`config.mk`:
```
export PLATFORM = sky130hd
export DESIGN_NAME = gpio_rr_scheduler
export DESIGN_NICKNAME = d
export VERILOG_FILES = /design/src/rtl/gpio_rr_scheduler.sv
export SDC_FILE = /design/constraint.sdc
export NUM_CORES = 1
export LEC_CHECK = 0
export CORE_MARGIN = 10
export CORE_UTILIZATION = 46
export CTS_CLUSTER_DIAMETER = 80
export DETAILED_ROUTE_END_ITERATION = 16
export GPL_TIMING_DRIVEN = 0
export PLACE_DENSITY = 0.87
export RECOVER_POWER = 50
export SLEW_MARGIN = 5
export SYNTH_ARGS = -nofsm -noshare
export SYNTH_HDL_FRONTEND = slang
export SYNTH_SLANG_ARGS = --single-unit
```
`constraint.sdc`:
```
create_clock -name clk_i -period 3.9 [get_ports clk_i]
set_input_delay 0.585 -clock clk_i [delete_from_list [all_inputs] [get_ports clk_i]]
set_output_delay 0.585 -clock clk_i [all_outputs]
set_load 0.01 [all_outputs]
```
`src/rtl/gpio_rr_scheduler.sv`:
```
// Round-robin owner of a shared GPIO output bank: each grant drives the bank for a
// requested number of cycles, followed by one oe-low turnaround cycle.
module gpio_rr_scheduler #(
    parameter int                NUM_REQ  = 4,
    parameter int                GPIO_W   = 8,
    parameter int                HOLD_W   = 8,
    parameter logic [GPIO_W-1:0] IDLE_VAL = '0
) (
    input  logic                       clk_i,
    input  logic                       rst_i,
    input  logic [NUM_REQ-1:0]         req_i,
    input  logic [NUM_REQ*GPIO_W-1:0]  data_i,
    input  logic [NUM_REQ*HOLD_W-1:0]  hold_i,
    output logic [NUM_REQ-1:0]         gnt_o,
    output logic [NUM_REQ-1:0]         done_o,
    output logic [GPIO_W-1:0]          gpio_o,
    output logic                       gpio_oe_o,
    output logic                       busy_o
);

    localparam int PTR_W = $clog2(NUM_REQ);

    localparam logic [1:0] S_IDLE  = 2'd0;
    localparam logic [1:0] S_DRIVE = 2'd1;
    localparam logic [1:0] S_GAP   = 2'd2;

    logic [1:0]        state;
    logic [PTR_W-1:0]  ptr;
    logic [PTR_W-1:0]  cur;
    logic [HOLD_W-1:0] cnt;

    logic              found;
    logic [PTR_W-1:0]  win;
    logic [PTR_W-1:0]  cand;
    logic [PTR_W-1:0]  nxt_ptr;
    logic [GPIO_W-1:0] win_data;
    logic [HOLD_W-1:0] win_hold;
    int                idx;

    // First asserted request at or above ptr, wrapping around.
    always_comb begin
        found = 1'b0;
        win   = '0;
        cand  = '0;
        idx   = 0;
        for (int i = 0; i < NUM_REQ; i++) begin
            idx  = (int'(ptr) + i) % NUM_REQ;
            cand = PTR_W'(idx);
            if (!found && req_i[cand]) begin
                found = 1'b1;
                win   = cand;
            end
        end
    end

    assign nxt_ptr  = PTR_W'((int'(win) + 1) % NUM_REQ);
    assign win_data = data_i[int'(win)*GPIO_W +: GPIO_W];
    assign win_hold = hold_i[int'(win)*HOLD_W +: HOLD_W];
    assign busy_o   = (state != S_IDLE);

    always_ff @(posedge clk_i) begin
        if (rst_i) begin
            state     <= S_IDLE;
            ptr       <= '0;
            cur       <= '0;
            cnt       <= '0;
            gnt_o     <= '0;
            done_o    <= '0;
            gpio_o    <= IDLE_VAL;
            gpio_oe_o <= 1'b0;
        end else begin
            gnt_o  <= '0;
            done_o <= '0;
            case (state)
                S_DRIVE: begin
                    if (cnt != '0) begin
                        cnt <= cnt - HOLD_W'(1);
                    end else begin
                        state     <= S_GAP;
                        gpio_oe_o <= 1'b0;
                        gpio_o    <= IDLE_VAL;
                        done_o    <= NUM_REQ'(1) << cur;
                    end
                end
                default: begin
                    // IDLE and GAP both arbitrate; GAP falls back to IDLE when nobody asks.
                    if (found) begin
                        state     <= S_DRIVE;
                        gnt_o     <= NUM_REQ'(1) << win;
                        gpio_o    <= win_data;
                        gpio_oe_o <= 1'b1;
                        cnt       <= (win_hold == '0) ? '0 : win_hold - HOLD_W'(1);
                        cur       <= win;
                        ptr       <= nxt_ptr;
                    end else begin
                        state <= S_IDLE;
                    end
                end
            endcase
        end
    end

endmodule

```
# Word level (Yosys, flattened, before mapping)
# Cells that the tools add are included.
# Widths: inputs -> output; s select.
dict set report classes {
  n_addsub 6
  magnitude_cmp 4
  eq_ne 3
  shift 4
  mux 29
  n_bitwise 2
  reduce_logical 15
}
# cell n
set ops {}
lappend ops {{$shiftx 32x6->8} 2}
lappend ops {{$mux 8} 7}
lappend ops {{$sub 8x1->8 const B} 2}
lappend ops {{$lt 2x3->1 const B} 4}
lappend ops {{$mux 1} 12}
lappend ops {{$mux 2} 6}
lappend ops {{$bmux 1 s2} 4}
lappend ops {{$logic_not 8->1} 1}
lappend ops {{$reduce_bool 8->1} 1}
lappend ops {{$shl 1x2->4 const A} 2}
lappend ops {{$reduce_and 2->1} 3}
lappend ops {{$reduce_or 3->1} 2}
lappend ops {{$add 2x1->2 const B} 2}
lappend ops {{$add 2x2->2 const B} 2}
lappend ops {{$ne 2x2->1 const B} 2}
lappend ops {{$reduce_bool 2->1} 2}
lappend ops {{$logic_and 1x1->1} 3}
lappend ops {{$logic_not 1->1} 3}
lappend ops {{$eq 2x1->1 const B} 1}
lappend ops {{$not 1->1} 2}
dict set report totals {
  regBits 31
  in_bits 70
  output_inout_bits 18
  elab_cells 71
}

# Depth between registers and ports, before layout
dict set report logic_depth {
  word_depth 17
  ltp_mapped 13
  ltp_nobuf 11
}

# Worst setup path before layout
# OpenSTA, ideal clock, no wires.
dict set report synth_path {
  path_type {input-to-reg}
  start {input port req_i[1]}
  end {register cnt[6]}
  setup_time_ns 0.130
  arrival_time_ns 2.540
  t_required_ns 3.770
  setup_slack_ns 1.230
  stages 13
  n_path_buf 2
  cell_sequence {buf_4 -> nor2b_2 -> a211oi_4 -> nor2_2 -> buf_6 -> mux2i_1 -> mux2_2 -> ha_1 -> nand4_1 -> a22oi_1 -> nand3_1 -> xnor2_1 -> o22ai_1}
}
dict set report synth_between {
  elab_chain_cells 17
  elab_cells_between_ends 30
  cone_classes {add/sub (1); shift (1); mux (19); reduce/logical (9)}
}
# item line
set synth_lines {}
lappend synth_lines {{from (decl)} 11} ;# input logic [NUM_REQ-1:0] req_i,
lappend synth_lines {{$bmux 1 s2} 49} ;# if (!found && req_i[cand]) begin
lappend synth_lines {{$mux 1 (implied by the code)} 49}
lappend synth_lines {{$mux 1} 49}
lappend synth_lines {{$logic_not 1->1} 49}
lappend synth_lines {{$logic_and 1x1->1} 49}
lappend synth_lines {{$mux 1} 49}
lappend synth_lines {{$logic_not 1->1} 49}
lappend synth_lines {{$logic_and 1x1->1} 49}
lappend synth_lines {{$mux 1} 49}
lappend synth_lines {{$logic_not 1->1} 49}
lappend synth_lines {{$logic_and 1x1->1} 49}
lappend synth_lines {{$mux 2} 49}
lappend synth_lines {{$shiftx 32x6->8} 58} ;# assign win_hold = hold_i[int'(win)*HOLD_W +: HOLD_W];
lappend synth_lines {{$sub 8x1->8 or $logic_not 8->1 (tied branches)} 92} ;# cnt <= (win_hold == '0) ? '0 : win_hold - HOLD_W'(1);
lappend synth_lines {{$mux 8} 92}
lappend synth_lines {{$mux 8} 87} ;# if (found) begin
lappend synth_lines {{$mux 8} 74} ;# case (state)
lappend synth_lines {{to (signal assigned)} 77} ;# cnt <= cnt - HOLD_W'(1);
lappend synth_lines {{to (signal assigned)} 92}
lappend synth_lines {{to (decl)} 30} ;# logic [HOLD_W-1:0] cnt;
# Several ways; a longest one is shown, not always the timed one. The select of a mux whose other input is x is not followed.
# A chain may end at the register's enable or synchronous reset.

# Worst setup path after layout
dict set report layout_path {
  start {input port req_i[0]}
  end {register cnt[2]}
}
# Same word-level chain as after synthesis.

==> implementation parameters <==
Parameter                              Value

Outcome
  Outcome    completed

Placement
  RD Place Congestion    0.881
  Estimated wirelength of the detail-placed design    5490 um
  Buffers added on ports    85

Floorplanning
  Core footprint    4410 um2
  Initial Util    0.479
  Die footprint    7710 um2
  Die outline width    87.8 um
  Die Y-Extent    87.8 um
  Site Rows    24
  Top-level I/O count    88

Timing
  Final hold violations    0
  Maximum clock rate    305 MHz
  Layout Skew    0.00814 ns
  Slew of the pin with the lowest slew margin    0.631 ns
  Worst slew margin relative to its limit    0.576
  Period Utilization, post-route    0.842
  RSZ-0062 raised after global routing    no
  Hold slack    0.463 ns
  Total count of max-transition violations in the final report    0
  Setup TNS    0 ns
  Post-route minimum period    3.28 ns
  Final Setup Violations    0

Logic synthesis
  Mapped Avg Cell Area    7.66 um2
  Most instantiated flip-flop cell in the synthesis netlist    dfxtp_1
  Synthesized-area fraction occupied by xor and xnor cells    0.0166
  FF+latch count, synth    31
  Proportion of synthesized area in mux cells    0.120
  YS warnings    0
  Net count after synthesis    348
  Share of the synthesized area in compound gates (AO/OA/AOI/OAI)    0.194
  EDFF count, synth    0
  Simple-gate portion of the synthesized area    0.315
  Netlist Area Pre-Place    2110 um2
  Adder and majority cell fraction of the synthesized area    0.0118
  Fraction of synthesis flops using an asynchronous set or reset pin    0
  Cells after Synth    276
  Cell variety after synth    53
  Sequential area share after synthesis    0.294
  Main combinational cell family by area after synthesis    simple AND/OR/NAND/NOR gates

CTS
  Maximum buffer depth of the clock tree    2
  Post-cts sizing count    0
  Number of H-tree branching levels    2
  Post-CTS Setup Inserts    0
  TritonCTS clock tree    done
  Skew-Pair Late Insertion Delay    0.29 ns
  Number of buffers created by CTS    5
  CTS Root Buffer Type    clkbuf_8
  Clock transition at path regs    0.06 ns
  CTS Sinks    31
  # hold bufs at CTS    0

Route
  DRC    0
  Wire per inst    16.0 um
  Antenna-violating nets left    0
  Routed vias/inst    5.60
  Detailed Route WL    6750 um
  Vias    2,358
  Iteration-0 DRC count of the detailed router    129
  Number of iterations in the first detailed-routing pass    4

Power
  PwrDens    551 nW/um2
  Leak    1.26 nW
  Largest voltage drop on the vdd net    299 uV

Worst setup path
  Maximum fanout along the worst path    10
  Endpoint required time on the critical path    4.05 ns
  Worst path arrival time    3.43 ns
  Critical path capture point type    flop
  Critical path startpoint category    primary input
  Path type of the worst setup path    in -> reg

Global route
  Largest net degree at the start of global routing    12
  Busiest grt layer    met2
  Via count of the first global-routing pass    2,356
  Initial antenna violation count    0
  Grt total ovfl    0
  First-pass GRT wire length    10,900 um
  GRT met1 Usage    0.195
  Total GRT Usage    0.172
  GR met3 Demand/Resource    0.0566
  Met2 Usage GRT    0.300

Final layout
  Most frequent standard cell in the layout excluding fill and tap cells    clkdlybuf4s50_1
  Area Growth Syn to Fin    48.7%
  Commonest cells after routing, fill and taps aside    clkdlybuf4s50_1 (66), nand2_1 (39), nand3_1 (32), dfxtp_1 (31), nor2_1 (25)
  Antenna Diode Count    0
  Final #Nets    440
  Final Core Density    0.712
  Layout cells sized above 1    0.0921

Job
  Number of maximum-capacitance violations    0

Min path
  Hold crit path type    reg -> reg
metrics by stage:
step                instances  total power [mW]  setup slack, ns  instance area [um2]
finish                    421              1.73            0.618                 3140
global route              421              1.85            0.387                 3140
CTS                       421              1.74            0.699                 3140
detailed placement        413              1.43            0.415                 3030
global placement          413              1.41            0.507                 3030
floorplan                 276              1.13             1.23                 2110
critical path, cell delays in order:
cell,delay (ns)
dlygate4sd3_1,0.61
nor2b_2,0.20
o21ba_2,0.23
nor2_2,0.20
buf_6,0.19
mux2i_1,0.19
mux2_2,0.21
ha_1,0.30
nand4_1,0.29
o211ai_1,0.30
a31oi_1,0.11
cells by family after synthesis:
kind of cell	after synthesis
AO/OA/AOI/OAI	59
XOR/XNOR	4
adder cells (fa/ha/maj)	2
buffers and inverters	20
flip-flops	31
multiplexers	24
AND/OR/NAND/NOR	136
state kept, by name, indices dropped and copies added (netlist names):
name	cells
cnt	8
gpio_o	8
done_o	4
gnt_o	4
cur	2
ptr	2
state	2
gpio_oe_o	1
synthesized netlist by cell type, types with 3 or more instances:
| library cell | number | area share |
|---|---|---|
| nor4_1 | 4 | 0.012 |
| nor2_1 | 25 | 0.044 |
| a22oi_1 | 3 | 0.011 |
| mux2_2 | 5 | 0.027 |
| nand4_1 | 4 | 0.012 |
| and2_1 | 4 | 0.012 |
| nor3_1 | 7 | 0.017 |
| o22ai_1 | 3 | 0.0089 |
| nor2b_1 | 3 | 0.0089 |
| mux2i_1 | 17 | 0.081 |
| nand2_1 | 39 | 0.069 |
| o21ai_0 | 10 | 0.024 |
| dfxtp_1 | 31 | 0.29 |
| a21oi_1 | 15 | 0.036 |
| clkbuf_1 | 11 | 0.020 |
| a31oi_1 | 5 | 0.015 |
| nand3_1 | 32 | 0.076 |
| xnor2_1 | 3 | 0.012 |
| a211oi_1 | 4 | 0.014 |
| o21ai_1 | 3 | 0.0071 |
| buf_4 | 3 | 0.011 |
layout make-up:
class	instances	area [um2]
Sequential cell	31	621
Inverter	2	7.51
Clock buffer	5	68.8
Multi-Input combinational cell	225	1390
Timing Repair Buffer	85	851
Fill cell	362	1270
Buffer	18	96.3
Tap cell	52	65.1
Clock inverter	3	43.8
report_power, final:
part	switching [mW]	internal (mW)
Clock	0.125	0.190
Combinational	0.528	0.429
Sequential	0.0579	0.402
Total	0.712	1.02
path summary, 6_finish.rpt:
kind	startpoint	end	slack, ns	cells past startpoint
hold / removal	gpio_o[5]	gpio_o[5]	0.46	2
hold reg to reg	gpio_o[5]	gpio_o[5]	0.46	2
setup reg to reg	ptr[0]	cnt[2]	1.17	10
setup / recovery	req_i[0]	cnt[2]	0.62	11
layer usage:
layer / vias up / share of wire
met5: - / 0
met4: 0 / 0.011
met3: 11 / 0.096
met2: 99 / 0.50
met1: 1062 / 0.39
li1: 1186 / -
Power figures use the tool's default switching activity.
